$ cat src/rtl/serial_add_sequencer.sv
// Bit-serial adder sequencer: drives an external 1-bit full-adder cell LSB first
// and assembles the WIDTH-bit sum behind a start/ready/done handshake.
module serial_add_sequencer #(
   parameter int WIDTH = 8
) (
   input  logic             clk,
   input  logic             rst_n,
   input  logic             start,
   input  logic             abort,
   input  logic [WIDTH-1:0] op_a,
   input  logic [WIDTH-1:0] op_b,
   input  logic             cin,
   output logic             ready,
   output logic             busy,
   output logic             done,
   output logic [WIDTH-1:0] result,
   output logic             cout,
   output logic             fa_a,
   output logic             fa_b,
   output logic             fa_cin,
   input  logic             fa_sum,
   input  logic             fa_cout
);

   localparam int CNT_W = $clog2(WIDTH);
   localparam logic [CNT_W-1:0] CNT_LAST = CNT_W'(WIDTH - 1);

   typedef enum logic [1:0] {
      S_IDLE = 2'd0,
      S_RUN  = 2'd1,
      S_DONE = 2'd2
   } state_t;

   state_t           state;
   state_t           state_nxt;
   logic [WIDTH-1:0] a_sr;
   logic [WIDTH-1:0] b_sr;
   logic [WIDTH-1:0] work;
   logic             carry;
   logic [CNT_W-1:0] cnt;
   logic [WIDTH-1:0] result_r;
   logic             cout_r;
   logic             last_bit;

   assign last_bit = (cnt == CNT_LAST);

   always_ff @(posedge clk or negedge rst_n) begin
      if (!rst_n) begin
         state <= S_IDLE;
      end else begin
         state <= state_nxt;
      end
   end

   // abort takes priority over completion, so a cancelled sum never reaches DONE
   always_comb begin
      state_nxt = state;
      case (state)
         S_IDLE: if (start) state_nxt = S_RUN;
         S_RUN: begin
            if (abort) begin
               state_nxt = S_IDLE;
            end else if (last_bit) begin
               state_nxt = S_DONE;
            end
         end
         S_DONE:  state_nxt = S_IDLE;
         default: state_nxt = S_IDLE;
      endcase
   end

   always_ff @(posedge clk or negedge rst_n) begin
      if (!rst_n) begin
         a_sr     <= '0;
         b_sr     <= '0;
         work     <= '0;
         carry    <= 1'b0;
         cnt      <= '0;
         result_r <= '0;
         cout_r   <= 1'b0;
      end else begin
         case (state)
            S_IDLE: begin
               if (start) begin
                  a_sr  <= op_a;
                  b_sr  <= op_b;
                  carry <= cin;
                  cnt   <= '0;
               end
            end
            S_RUN: begin
               if (!abort) begin
                  a_sr  <= {1'b0, a_sr[WIDTH-1:1]};
                  b_sr  <= {1'b0, b_sr[WIDTH-1:1]};
                  work  <= {fa_sum, work[WIDTH-1:1]};
                  carry <= fa_cout;
                  cnt   <= cnt + CNT_W'(1);
                  // the final sum bit is still on fa_sum, so assemble the word directly
                  if (last_bit) begin
                     result_r <= {fa_sum, work[WIDTH-1:1]};
                     cout_r   <= fa_cout;
                  end
               end
            end
            default: ;
         endcase
      end
   end

   assign ready  = (state == S_IDLE);
   assign busy   = (state == S_RUN);
   assign done   = (state == S_DONE);
   assign result = result_r;
   assign cout   = cout_r;
   assign fa_a   = busy & a_sr[0];
   assign fa_b   = busy & b_sr[0];
   assign fa_cin = busy & carry;

endmodule
$ cat config.mk
export PLATFORM = sky130hd
export DESIGN_NAME = serial_add_sequencer
export DESIGN_NICKNAME = d
export VERILOG_FILES = /design/src/rtl/serial_add_sequencer.sv
export SDC_FILE = /design/constraint.sdc
export NUM_CORES = 1
export LEC_CHECK = 0
export ABC_AREA = 0
export ABC_CLOCK_PERIOD_IN_PS = 1400
export BUFFER_PORTS_ARGS = -buffer_cell sky130_fd_sc_hd__buf_2
export CAP_MARGIN = 20
export CORE_ASPECT_RATIO = 0.5
export CORE_MARGIN = 2
export CORE_UTILIZATION = 47
export DETAILED_ROUTE_END_ITERATION = 10
export PLACE_DENSITY = 0.82
export RECOVER_POWER = 100
export SYNTH_ARGS = -nofsm -noshare
export SYNTH_HDL_FRONTEND = slang
export SYNTH_SLANG_ARGS = --single-unit
export TNS_END_PERCENT = 5
$ cat constraint.sdc
create_clock -name clk -period 1.4 [get_ports clk]
set_clock_uncertainty 0.05 [all_clocks]
set_input_delay 0.14 -clock clk [delete_from_list [all_inputs] [get_ports clk]]
set_output_delay 0.14 -clock clk [all_outputs]
set_load 0.05 [all_outputs]
Word-level counts from Yosys, hierarchy flattened:

Index checks and enable logic that the tools add are counted.

* muxes and demuxes: 16
* $add $sub $neg: 1
* equality and inequality tests: 6
* reductions and logical operators: 6
* bitwise gates (word level): 4

Operator list (number)
* 2-to-1 mux 8 bit: 4
* case mux 8 bit (2 select lines): 2
* 2-to-1 mux 2 bit: 3
* 2-to-1 mux 3 bit: 2
* case mux 3 bit (2 select lines): 1
* AND reduction 3 bit: 2
* != test 2 bit, second input constant: 2
* case mux 2 bit (2 select lines): 1
* AND reduction 2 bit: 2
* adder 3 x 1 -> 3 bit, second input constant: 1
* AND 1 bit: 3
* equality test 3 bit, second input constant: 1
* != test 3 x 2 -> 1 bit, second input constant: 1
* equality test 2 x 1 -> 1 bit, second input constant: 1
* equality test 2 bit, second input constant: 1
* logical NOT 2 bit: 1
* 2-to-1 mux 1 bit: 2
* case mux 1 bit (2 select lines): 1
* nonzero test 2 bit: 1
* inverter 1 bit: 1

* word-level logic and storage cells: 41
* output and inout port bits: 15
* register bits after elaboration: 39
* bits of input ports: 23

Longest topological paths before layout:

* depth in word-level cells: 4
* gate-level depth with buffers: 5
* depth with buffers taken out: 4

Worst setup path after synthesis:

Ideal clock, no wire load.

* kind: register to output
* start point: reg state[1]
* end point: out fa_a
* path slack: -0.357 ns
* cell stages (with the launch flop): 4
* arrival time: 1.567 ns
* required time: 1.210 ns
* path through: dfrtp_1 > and2b_1 > buf_2 > and2_1

* longest elaborated chain between the ends: 2

Ends and longest elaborated chain
* from (decl): line 34 `state_t state;`
* from (signal assigned): line 51 `state <= state_nxt;`
* equality test 2 x 1 -> 1 bit: line 111 `assign busy = (state == S_RUN);`
* via busy: line 14 `output logic busy,`
* AND 1 bit: line 115 `assign fa_a = busy & a_sr[0];`
* to (decl): line 18 `output logic fa_a,`

The timed path passes the listed nets, and every way through them passes these cells.

Worst setup path in the final report:

* start point: reg state[1]
* end point: out fa_cin

* longest elaborated chain between the ends: 2

Ends and longest elaborated chain
* equality test 2 x 1 -> 1 bit: line 111
* AND 1 bit: line 117 `assign fa_cin = busy & carry;`
* to (decl): line 20 `output logic fa_cin,`

Every way passes these cells.

==> metrics <==
clk sink count 38; failing checks negative setup slack; Cells after Synth 130; vias in the first global route 1,246; Netlist cell types 23; most common cell after layout, fill and taps aside dfrtp_1; FF-to-FF setup slack -0.12 ns; Core ar. 3430 um2; relative slew slack 44.4%; CTS tree built; DRT iter0 DRCs 85; area delta synth->final 34.7%; Synth Net Count 155; final hold slack 0.0137 ns; Slew Limit Fails 0; initial antenna violation count 0; RSZ-0062 raised after global routing yes; status finished, violations left; xor-xnor portion of the synthesized cell area 0%; worst-path fanout max 4; Maximum Capacitance Violations 0; clk_lat worst skew 0.30 ns; clock root buffer clkbuf_8; Crit path required time 1.21 ns; DIE WIDTH 88.7 um; crit path time final 1.58 ns; FF+latch count, synth 38; area leader, netlist dfrtp_1; fillers 243; sequential share of the synthesized area 56.4%; TritonRoute pass-1 iters 4; Worst Setup Path Type reg2out; ranking of synthesized cells by area dfrtp_1 (56%), mux2i_1 (10%), mux2_1 (9.4%); largest net degree at the start of global routing 24; Placer Congestion 0.728; Tot GR Track Use 18.8%; Startpoint Class flip-flop; fin crit share 113%; Leak 0.00109 uW; IO Count 38; FP Rows 15; clock slew at reported path FFs 0.08 ns; cts bufs inserted 5; first-pass GRT wire length 5620 um; Via density 5.10; layout cells sized above 1 44.4%; setup TNS -2.42 ns; antenna-violating nets left 0; Worst setup EP type primary output; post-route setup slack -0.176 ns; clk buf depth 2; final net count 211; CP arrival 1.39 ns; Setup violations, final 33; mux cell area share after synthesis 22.6%; cell count after placement 225; Max Fclk 0.634 GHz; DRT Wirelength 3430 um; Hold Violations, Final 0; DRC 0; post-DP HPWL 2360 um; Die Y 46.3 um; synthesis warning total 0; H-Tree Depth 2; area fraction in compound gates after synthesis 5.64%; largest family of logic cells by synthesized area multiplexers; Via Count 1,213; most frequent cells in the layout dfrtp_1 (37), buf_2 (21), mux2i_1 (17); Initial Util 49.1%; antenna cells 0; post-DR wirelength/cell 14.4 um; share of the synthesized area in the top cell type 56.4%; non-filler cells, final 238; PD cells 1670 nW/um2; Simple-Gate Fraction of Synth Area 10.3%; Post-Synth Adder-Cell Area 1.48%; Syn Std Cell Area 1690 um2; gr ovfl total 0; Worst VDD drop 0.751 mV; Hold WC Path Type in2reg; IO buf count 37; measured slew at the worst slew-check pin 0.835 ns; syn_area_per_cell 13.0 um2; die footprint 4110 um2
-- final timing paths --
check                                           start               endpoint  cells past startpoint
worst max-delay path             state[1]$_DFFE_PN0P_                 fa_cin                      4
worst min-delay path                          op_b[7]    b_sr[7]$_DFFE_PN0P_                      2
worst max register to register   state[1]$_DFFE_PN0P_  result[0]$_DFFE_PN0P_                      3
worst min register to register  result[3]$_DFFE_PN0P_  result[3]$_DFFE_PN0P_                      1
max in group asynchronous                       rst_n   state[1]$_DFFE_PN0P_                      3
min in group asynchronous                       rst_n  result[6]$_DFFE_PN0P_                      2
-- metal layers --
layer	up-vias	wire (um)	share of wire [%]	GRT usage, %
met1	613	1480	43	22.3
met2	21	1770	52	32.7
li1	573	-	-	-
met5	-	0	0	0
met4	0	67	2.0	8.79
met3	6	111	3.2	5.02
-- layout make-up --
class / count / area [um2] / share of cell area, %
inverters: 2 / 7.51 / 0.331
flip-flops and latches: 38 / 952 / 41.9
well taps: 51 / 63.8 / 2.81
repair buffers: 57 / 435 / 19.2
multi-input cells: 82 / 717 / 31.6
clock buffers: 6 / 82.6 / 3.64
clock inverters: 2 / 12.5 / 0.551
-- worst max-delay path, stage by stage, from the launching register on --
cell,delay [ns]
dfrtp_2,0.43
and2b_2,0.27
buf_6,0.11
and2_4,0.14
buf_8,0.13
-- state kept, by name, summed over array words and instances (netlist names) --
register	flops
cout	1
cnt	3
carry	1
result	8
work	7
a_sr	8
state	2
b_sr	8
-- repair_timing --
action                     4_1_cts  5_1_grt
resized for setup               32        8
hold buffers                     1        0
setup endpoints to repair       35       36
setup buffers                    4        0
pin swaps                        3        5
cloned                           0        0
hold endpoints to repair        15        0
-- power by group --
group          total, uW  internal, uW  switching, uW
Clock                797           396            402
Combinational       1350           681            669
Sequential          1650          1440            209
Total               3800          2520           1280
-- synth_stat cells --
cell / count
clkbuf_1: 1
mux2_2: 2
buf_6: 1
buf_2: 3
buf_4: 3
and2_1: 4
a21oi_1: 14
and2b_1: 1
o21bai_1: 1
mux2_1: 14
nor2b_1: 1
mux2i_1: 17
nand2b_1: 1
mux2_4: 2
ha_1: 2
nor3_1: 14
nor2_1: 2
a22o_1: 2
or2_1: 1
dfrtp_1: 38
inv_1: 2
nor3b_4: 2
nand2_1: 2
-- metrics by stage --
stage	area, um2	power [uW]	utilization (%)	worst slack [ns]
CTS	2250	3790	65.6	-0.172
floorplan	1700	2460	-	-0.0939
global route	2270	4010	66.1	-0.221
detailed placement	2020	2830	58.9	-0.239
global placement	2020	2760	58.9	-0.166
finish	2270	3800	66.1	-0.176
-- cells by family (layout without fill, tap and decap cells) --
kind of cell	Yosys count	in the layout
AOI/OAI and AO/OA	17	17
adders and majority gates	2	2
buffers and inverters	10	67
DFF	38	38
muxes	35	35
and+or+nand+nor	28	28
Note: power is estimated with default switching activity, not from simulation.
